**src/rtl/ram_copy_dma.sv**
```systemverilog
// Word block copy / fill engine that masters the data-RAM port.
// Copy moves one word every two cycles (read, write); fill writes one word per cycle.
module ram_copy_dma #(
  parameter int unsigned ADDR_W = 8,
  parameter int unsigned DATA_W = 16,
  parameter int unsigned LEN_W  = 9
) (
  input  logic              clk,
  input  logic              rst,
  input  logic              start,
  input  logic              mode,
  input  logic [ADDR_W-1:0] src_addr,
  input  logic [ADDR_W-1:0] dst_addr,
  input  logic [LEN_W-1:0]  length,
  input  logic [DATA_W-1:0] fill_value,
  input  logic              abort,
  output logic              busy,
  output logic              done,
  output logic              aborted,
  output logic [LEN_W-1:0]  words_done,
  output logic              memRead,
  output logic              memWrite,
  output logic [ADDR_W-1:0] addr,
  output logic [DATA_W-1:0] writeData,
  input  logic [DATA_W-1:0] readData
);

  typedef enum logic [1:0] {StIdle, StRead, StWrite, StFin} state_e;

  state_e              state_q, state_d;
  logic                mode_q, mode_d;
  logic                abort_q, abort_d;
  logic [ADDR_W-1:0]   src_q, src_d;
  logic [ADDR_W-1:0]   dst_q, dst_d;
  logic [LEN_W-1:0]    rem_q, rem_d;
  logic [LEN_W-1:0]    wcnt_q, wcnt_d;
  logic [DATA_W-1:0]   fill_q, fill_d;
  logic [DATA_W-1:0]   buf_q, buf_d;

  always_ff @(posedge clk or posedge rst) begin
    if (rst) begin
      state_q <= StIdle;
      mode_q  <= 1'b0;
      abort_q <= 1'b0;
      src_q   <= '0;
      dst_q   <= '0;
      rem_q   <= '0;
      wcnt_q  <= '0;
      fill_q  <= '0;
      buf_q   <= '0;
    end else begin
      state_q <= state_d;
      mode_q  <= mode_d;
      abort_q <= abort_d;
      src_q   <= src_d;
      dst_q   <= dst_d;
      rem_q   <= rem_d;
      wcnt_q  <= wcnt_d;
      fill_q  <= fill_d;
      buf_q   <= buf_d;
    end
  end

  always_comb begin
    state_d = state_q;
    mode_d  = mode_q;
    abort_d = abort_q;
    src_d   = src_q;
    dst_d   = dst_q;
    rem_d   = rem_q;
    wcnt_d  = wcnt_q;
    fill_d  = fill_q;
    buf_d   = buf_q;
    unique case (state_q)
      StIdle: begin
        if (start) begin
          mode_d  = mode;
          src_d   = src_addr;
          dst_d   = dst_addr;
          rem_d   = length;
          fill_d  = fill_value;
          wcnt_d  = '0;
          abort_d = 1'b0;
          if (length == '0) begin
            state_d = StFin;
          end else begin
            state_d = mode ? StWrite : StRead;
          end
        end
      end
      StRead: begin
        // An aborted read is simply dropped; nothing has been written for it yet.
        if (abort) begin
          abort_d = 1'b1;
          state_d = StFin;
        end else begin
          buf_d   = readData;
          src_d   = src_q + ADDR_W'(1);
          state_d = StWrite;
        end
      end
      StWrite: begin
        dst_d  = dst_q + ADDR_W'(1);
        wcnt_d = wcnt_q + LEN_W'(1);
        rem_d  = rem_q - LEN_W'(1);
        if (abort) begin
          abort_d = 1'b1;
          state_d = StFin;
        end else if (rem_q == LEN_W'(1)) begin
          state_d = StFin;
        end else begin
          state_d = mode_q ? StWrite : StRead;
        end
      end
      StFin: begin
        state_d = StIdle;
      end
      default: begin
        state_d = StIdle;
      end
    endcase
  end

  // RAM port is decoded purely from registered state so no input reaches it combinationally.
  always_comb begin
    busy      = 1'b0;
    done      = 1'b0;
    aborted   = 1'b0;
    memRead   = 1'b0;
    memWrite  = 1'b0;
    addr      = '0;
    writeData = '0;
    unique case (state_q)
      StRead: begin
        busy    = 1'b1;
        memRead = 1'b1;
        addr    = src_q;
      end
      StWrite: begin
        busy      = 1'b1;
        memWrite  = 1'b1;
        addr      = dst_q;
        writeData = mode_q ? fill_q : buf_q;
      end
      StFin: begin
        done    = ~abort_q;
        aborted = abort_q;
      end
      default: begin
      end
    endcase
  end

  assign words_done = wcnt_q;

endmodule
```
**config.mk**
```make
export PLATFORM = sky130hd
export DESIGN_NAME = ram_copy_dma
export DESIGN_NICKNAME = d
export VERILOG_FILES = /design/src/rtl/ram_copy_dma.sv
export SDC_FILE = /design/constraint.sdc
export NUM_CORES = 1
export LEC_CHECK = 0
export CORE_ASPECT_RATIO = 1.25
export CORE_UTILIZATION = 49
export DETAILED_ROUTE_END_ITERATION = 7
export PLACE_DENSITY = 0.87
export SLEW_MARGIN = 20
export SYNTH_ARGS = -nofsm -noshare
export SYNTH_HDL_FRONTEND = slang
export SYNTH_SLANG_ARGS = --single-unit
```
**constraint.sdc**
```tcl
create_clock -name clk -period 3 [get_ports clk]
set_clock_uncertainty 0.1 [all_clocks]
set_input_delay 0.6 -clock clk [delete_from_list [all_inputs] [get_ports clk]]
set_output_delay 0.6 -clock clk [all_outputs]
set_load 0.05 [all_outputs]
```
==> Implementation_results.wiki, run 1 <==
{| class="wikitable"
! Metric !! Value
|-
| Buffers plus inverters on the worst setup path || 2
|-
| Crit path max-delay family || buffers and inverters
|-
| Number of antenna violations at the first check in global routing || 0
|-
| Commonest register cell after synthesis || dfrtp_1
|-
| Pin count of the biggest net entering global routing || 48
|-
| Cell count of the worst reg-to-reg path || 5
|-
| Horizontal die dimension || 81.1 um
|-
| Count of H-tree levels built during CTS || 3
|-
| Register area share after synthesis || 45.7%
|-
| Yosys cell types || 53
|-
| Top-count cell post-synth || dfrtp_1
|-
| Slew @ Worst Pin || 0.698 ns
|-
| Number of global-route vias before repair || 3,509
|-
| Synthesis-stage register bit count || 70
|-
| Clock share of power || 13.1%
|-
| Terminus of the critical flop-to-flop path || fill_q[3]
|-
| Number of nets with antenna violations after routing || 0
|-
| WS Path Type || flop to primary output
|-
| Worst setup slack after layout || 0.138 ns
|-
| Final number of hold-violating endpoints || 0
|-
| Sequential Area || 1750 sq um
|-
| Worst Hold Depth || 1
|-
| Estimated wirelength of the detail-placed design || 7250 um
|-
| Startpoint of the worst register-to-register path || state_q[1]
|-
| Area Growth Syn to Fin || 40.9%
|-
| Worst-path fanout max || 10
|-
| Maximum VDD drop || 847 uV
|-
| P_sw || 2920 uW
|-
| Area of the multi-input gates || 1970 sq um
|-
| Final worst-path cycle share || 95.4%
|-
| Number of pins exceeding their max-slew limit in the final report || 0
|-
| Setup TNS || 0 ns
|-
| Root Buffer || clkbuf_8
|-
| Post-synthesis async set-or-reset flop share || 100%
|-
| Critical-path cell with the highest stage delay || clkdlybuf4s50_1
|-
| Mean Syn Cell Area || 10.2 sq um
|-
| Fillers || 495
|-
| CTS Hold Bufs || 0
|-
| TritonCTS clock tree || done
|-
| Final routed wirelength across all metal layers || 10,300 um
|-
| Share of the synthesized area in the top cell type || 45.7%
|-
| Critical Path Source Type || flop
|-
| Pre-antenna DRT Iters || 6
|-
| Combinational share of power || 59.5%
|-
| Power per standard cell area || 1210 nW/um^2
|-
| Cell Count Post-Placement || 552
|-
| GR Util All Layers || 27.4%
|-
| Die outline area || 8180 sq um
|-
| Leakage || 0.00223 uW
|-
| Int Power || 3600 uW
|-
| Max Fclk || 349 MHz
|-
| Unrepaired setup endpoints after global routing || no
|-
| Cell types with the largest area share after synthesis || dfrtp_1 46%, mux2_2 10%, mux2i_1 6.5%
|-
| Critical path required time || 2.30 ns
|-
| Number of design-rule violations left by the first detailed-router iteration || 216
|-
| Largest family of logic cells by synthesized area || multiplexers
|-
| Worst max-slew margin expressed relative to the limit || 53.4%
|-
| Number of non-filler instances in the completed layout || 568
|-
| Die outline height || 101 um
|-
| Placement Rows || 35
|-
| Count of antenna diodes in the layout || 0
|-
| Number of buffers added by the clock tree synthesis step || 9
|-
| Average via count per standard cell || 5.90
|-
| Area of the mapped netlist || 3830 sq um
|-
| Logic depth of the worst path, buffers included || 3
|-
| Setup slack at placement || 0.457 ns
|-
| Series of cell instances along the critical path || inv_1 -> ha_1 -> clkdlybuf4s50_1
|-
| Worst Hold Path EP || fill_q[13]
|-
| Placer's final routability congestion estimate || 0.885
|-
| Beginning of the worst hold path || fill_q[13]
|-
| Setup crit start || state_q[0]
|-
| Max-cap violation count || 0
|-
| Parity-gate share of the synthesized area counting xor and xnor cells || 1.37%
|-
| Net Sw Frac || 44.8%
|-
| Starting density of the core || 51.2%
|-
| Proportion of layout cells with a drive suffix above 1 || 20.2%
|-
| Remaining global-route overflow || 0
|-
| Leading post-synthesis cells by instance count || 70 x dfrtp_1, 34 x mux2_2, 34 x nor2_1, 30 x nand2_1, 27 x a21oi_1
|-
| Syn Nets || 446
|-
| Longest individual stage delay on the worst path || 0.86 ns
|-
| Core ar. || 7490 sq um
|-
| Clock latency on the worst-skew pair || 0.34 ns
|-
| Routed length per instance || 18.1 um
|-
| Adder-cell area share of the yosys netlist || 2.94%
|-
| Number of remaining DRC errors || 0
|-
| Wire length of the first global-routing pass || 16,900 um
|-
| Critical path capture point type || primary output
|-
| Setup slack on the worst flop-to-flop path || 0.51 ns
|-
| Status || completed
|-
| Vias post-DR || 3,352
|-
| Nets || 542
|-
| Clock slew at reported path FFs || 0.08 ns
|-
| Total of buffers placed on input and output ports || 99
|-
| Compound-Gate Fraction of Synth Area || 15.6%
|-
| Total I/O pin count || 100
|-
| Clock Sink Count || 70
|-
| Simple-gate share of the synthesized area || 14.1%
|-
| Path category of the worst min-delay check || flop to flop
|-
| Post-route design area || 5400 sq um
|-
| Post-cts sizing count || 0
|-
| Buffers inserted during post-CTS setup optimization || 0
|-
| Overall Power || 6520 uW
|-
| Mux contribution to synthesized area || 16.5%
|-
| Number of enable flip-flop cells after synthesis || 0
|-
| CTS Buffer Depth || 2
|-
| Number of warnings reported in the yosys synthesis log || 0
|-
| Signal arrival time at the worst endpoint || 2.16 ns
|-
| Reg power frac || 27.4%
|-
| Synthesized instance count || 375
|-
| Number of failing setup endpoints in the final timing report || 0
|-
| Placement-stage cell area || 5180 sq um
|-
| Library cell occupying the most area in the post-synthesis netlist || dfrtp_1
|-
| Minimum clock period || 2.86 ns
|}
[cell type report]
type / count / share of cell area (%)
Tap cell: 92 / 2.13
Clock buffer: 11 / 2.62
Timing Repair Buffer: 108 / 24.4
Multi-Input combinational cell: 275 / 36.4
Clock inverter: 5 / 1.53
Sequential cell: 70 / 32.4
Inverter: 7 / 0.486
[worst max-delay path by stage]
stage | end | slack [ns]
after floorplan | writeData[10] | 0.02
final | busy | 0.14
after global placement | mode_q | 0.55
after CTS | busy | 0.12
after detailed placement | fill_q[4] | 0.46
after global routing | busy | 0.06
[per-stage QoR]
stage	utilization, %	hold WS, ns
after floorplan	-	0.379
after global placement	69.1	0.389
after detailed placement	69.1	0.396
after CTS	72.1	0.416
after global routing	72.1	0.430
final	72.1	0.416
[power groups by stage]
stage                     Sequential (uW)  Combinational [uW]  Clock, uW
after floorplan                      1740                2480          0
after global placement               1740                3730          0
after detailed placement             1780                3850          0
after CTS                            1780                3900        860
after global routing                 1850                4120        907
final                                1790                3880        854
[placed cells by master (no fill, tap or decap), types with 3 or more instances in the layout]
cell type,n
nand2_1,30
xnor2_1,4
mux2_2,34
nor4b_1,3
nand4_1,5
mux2i_1,25
nor2_1,34
a22oi_1,4
nand2b_1,4
o22ai_1,4
a21boi_2,5
nor2b_1,3
nand3_1,10
o22a_1,8
ha_1,9
nor3_1,6
o21ai_0,20
buf_12,26
clkbuf_8,10
a21oi_1,27
dfrtp_1,70
clkdlybuf4s50_1,73
inv_1,5
o211ai_1,5
nor2b_2,3
buf_4,9
[routing by layer]
layer	track usage, %	vias to the layer above	share of wire (%)	wire length, um
met5	0	-	0	0
met4	11.5	0	1.3	136
met3	6.06	15	7.2	736
met2	48.6	142	53	5470
met1	31.3	1644	38	3920
li1	-	1551	-	-
[sequential cells by signal (all words and copies together), names as in the netlist]
signal,count
abort_q,1
buf_q,16
dst_q,8
fill_q,16
mode_q,1
rem_q,9
src_q,8
state_q,2
words_done,9
[logic make-up after synthesis]
logic type	after synthesis
mux	59
simple gates	109
fa+ha+maj	9
buf+inv	30
compound gates	92
xor+xnor	6
flops	70
[worst register-to-register path, delay by kind of cell (launching register included)]
family | cells | cell delay, ns
simple gates | 1 | 0.55
mux | 1 | 0.30
fa+ha+maj | 1 | 0.54
flops | 1 | 0.40
buf+inv | 2 | 0.48
(Power assumes the default switching activity.)
==> inputs of run 2 (changes only) <==
SKIP_LAST_GASP = 1   (was default)
==> results of run 2 <==
Same layout as run 1: the final DEF is identical, and so are final timing and power.
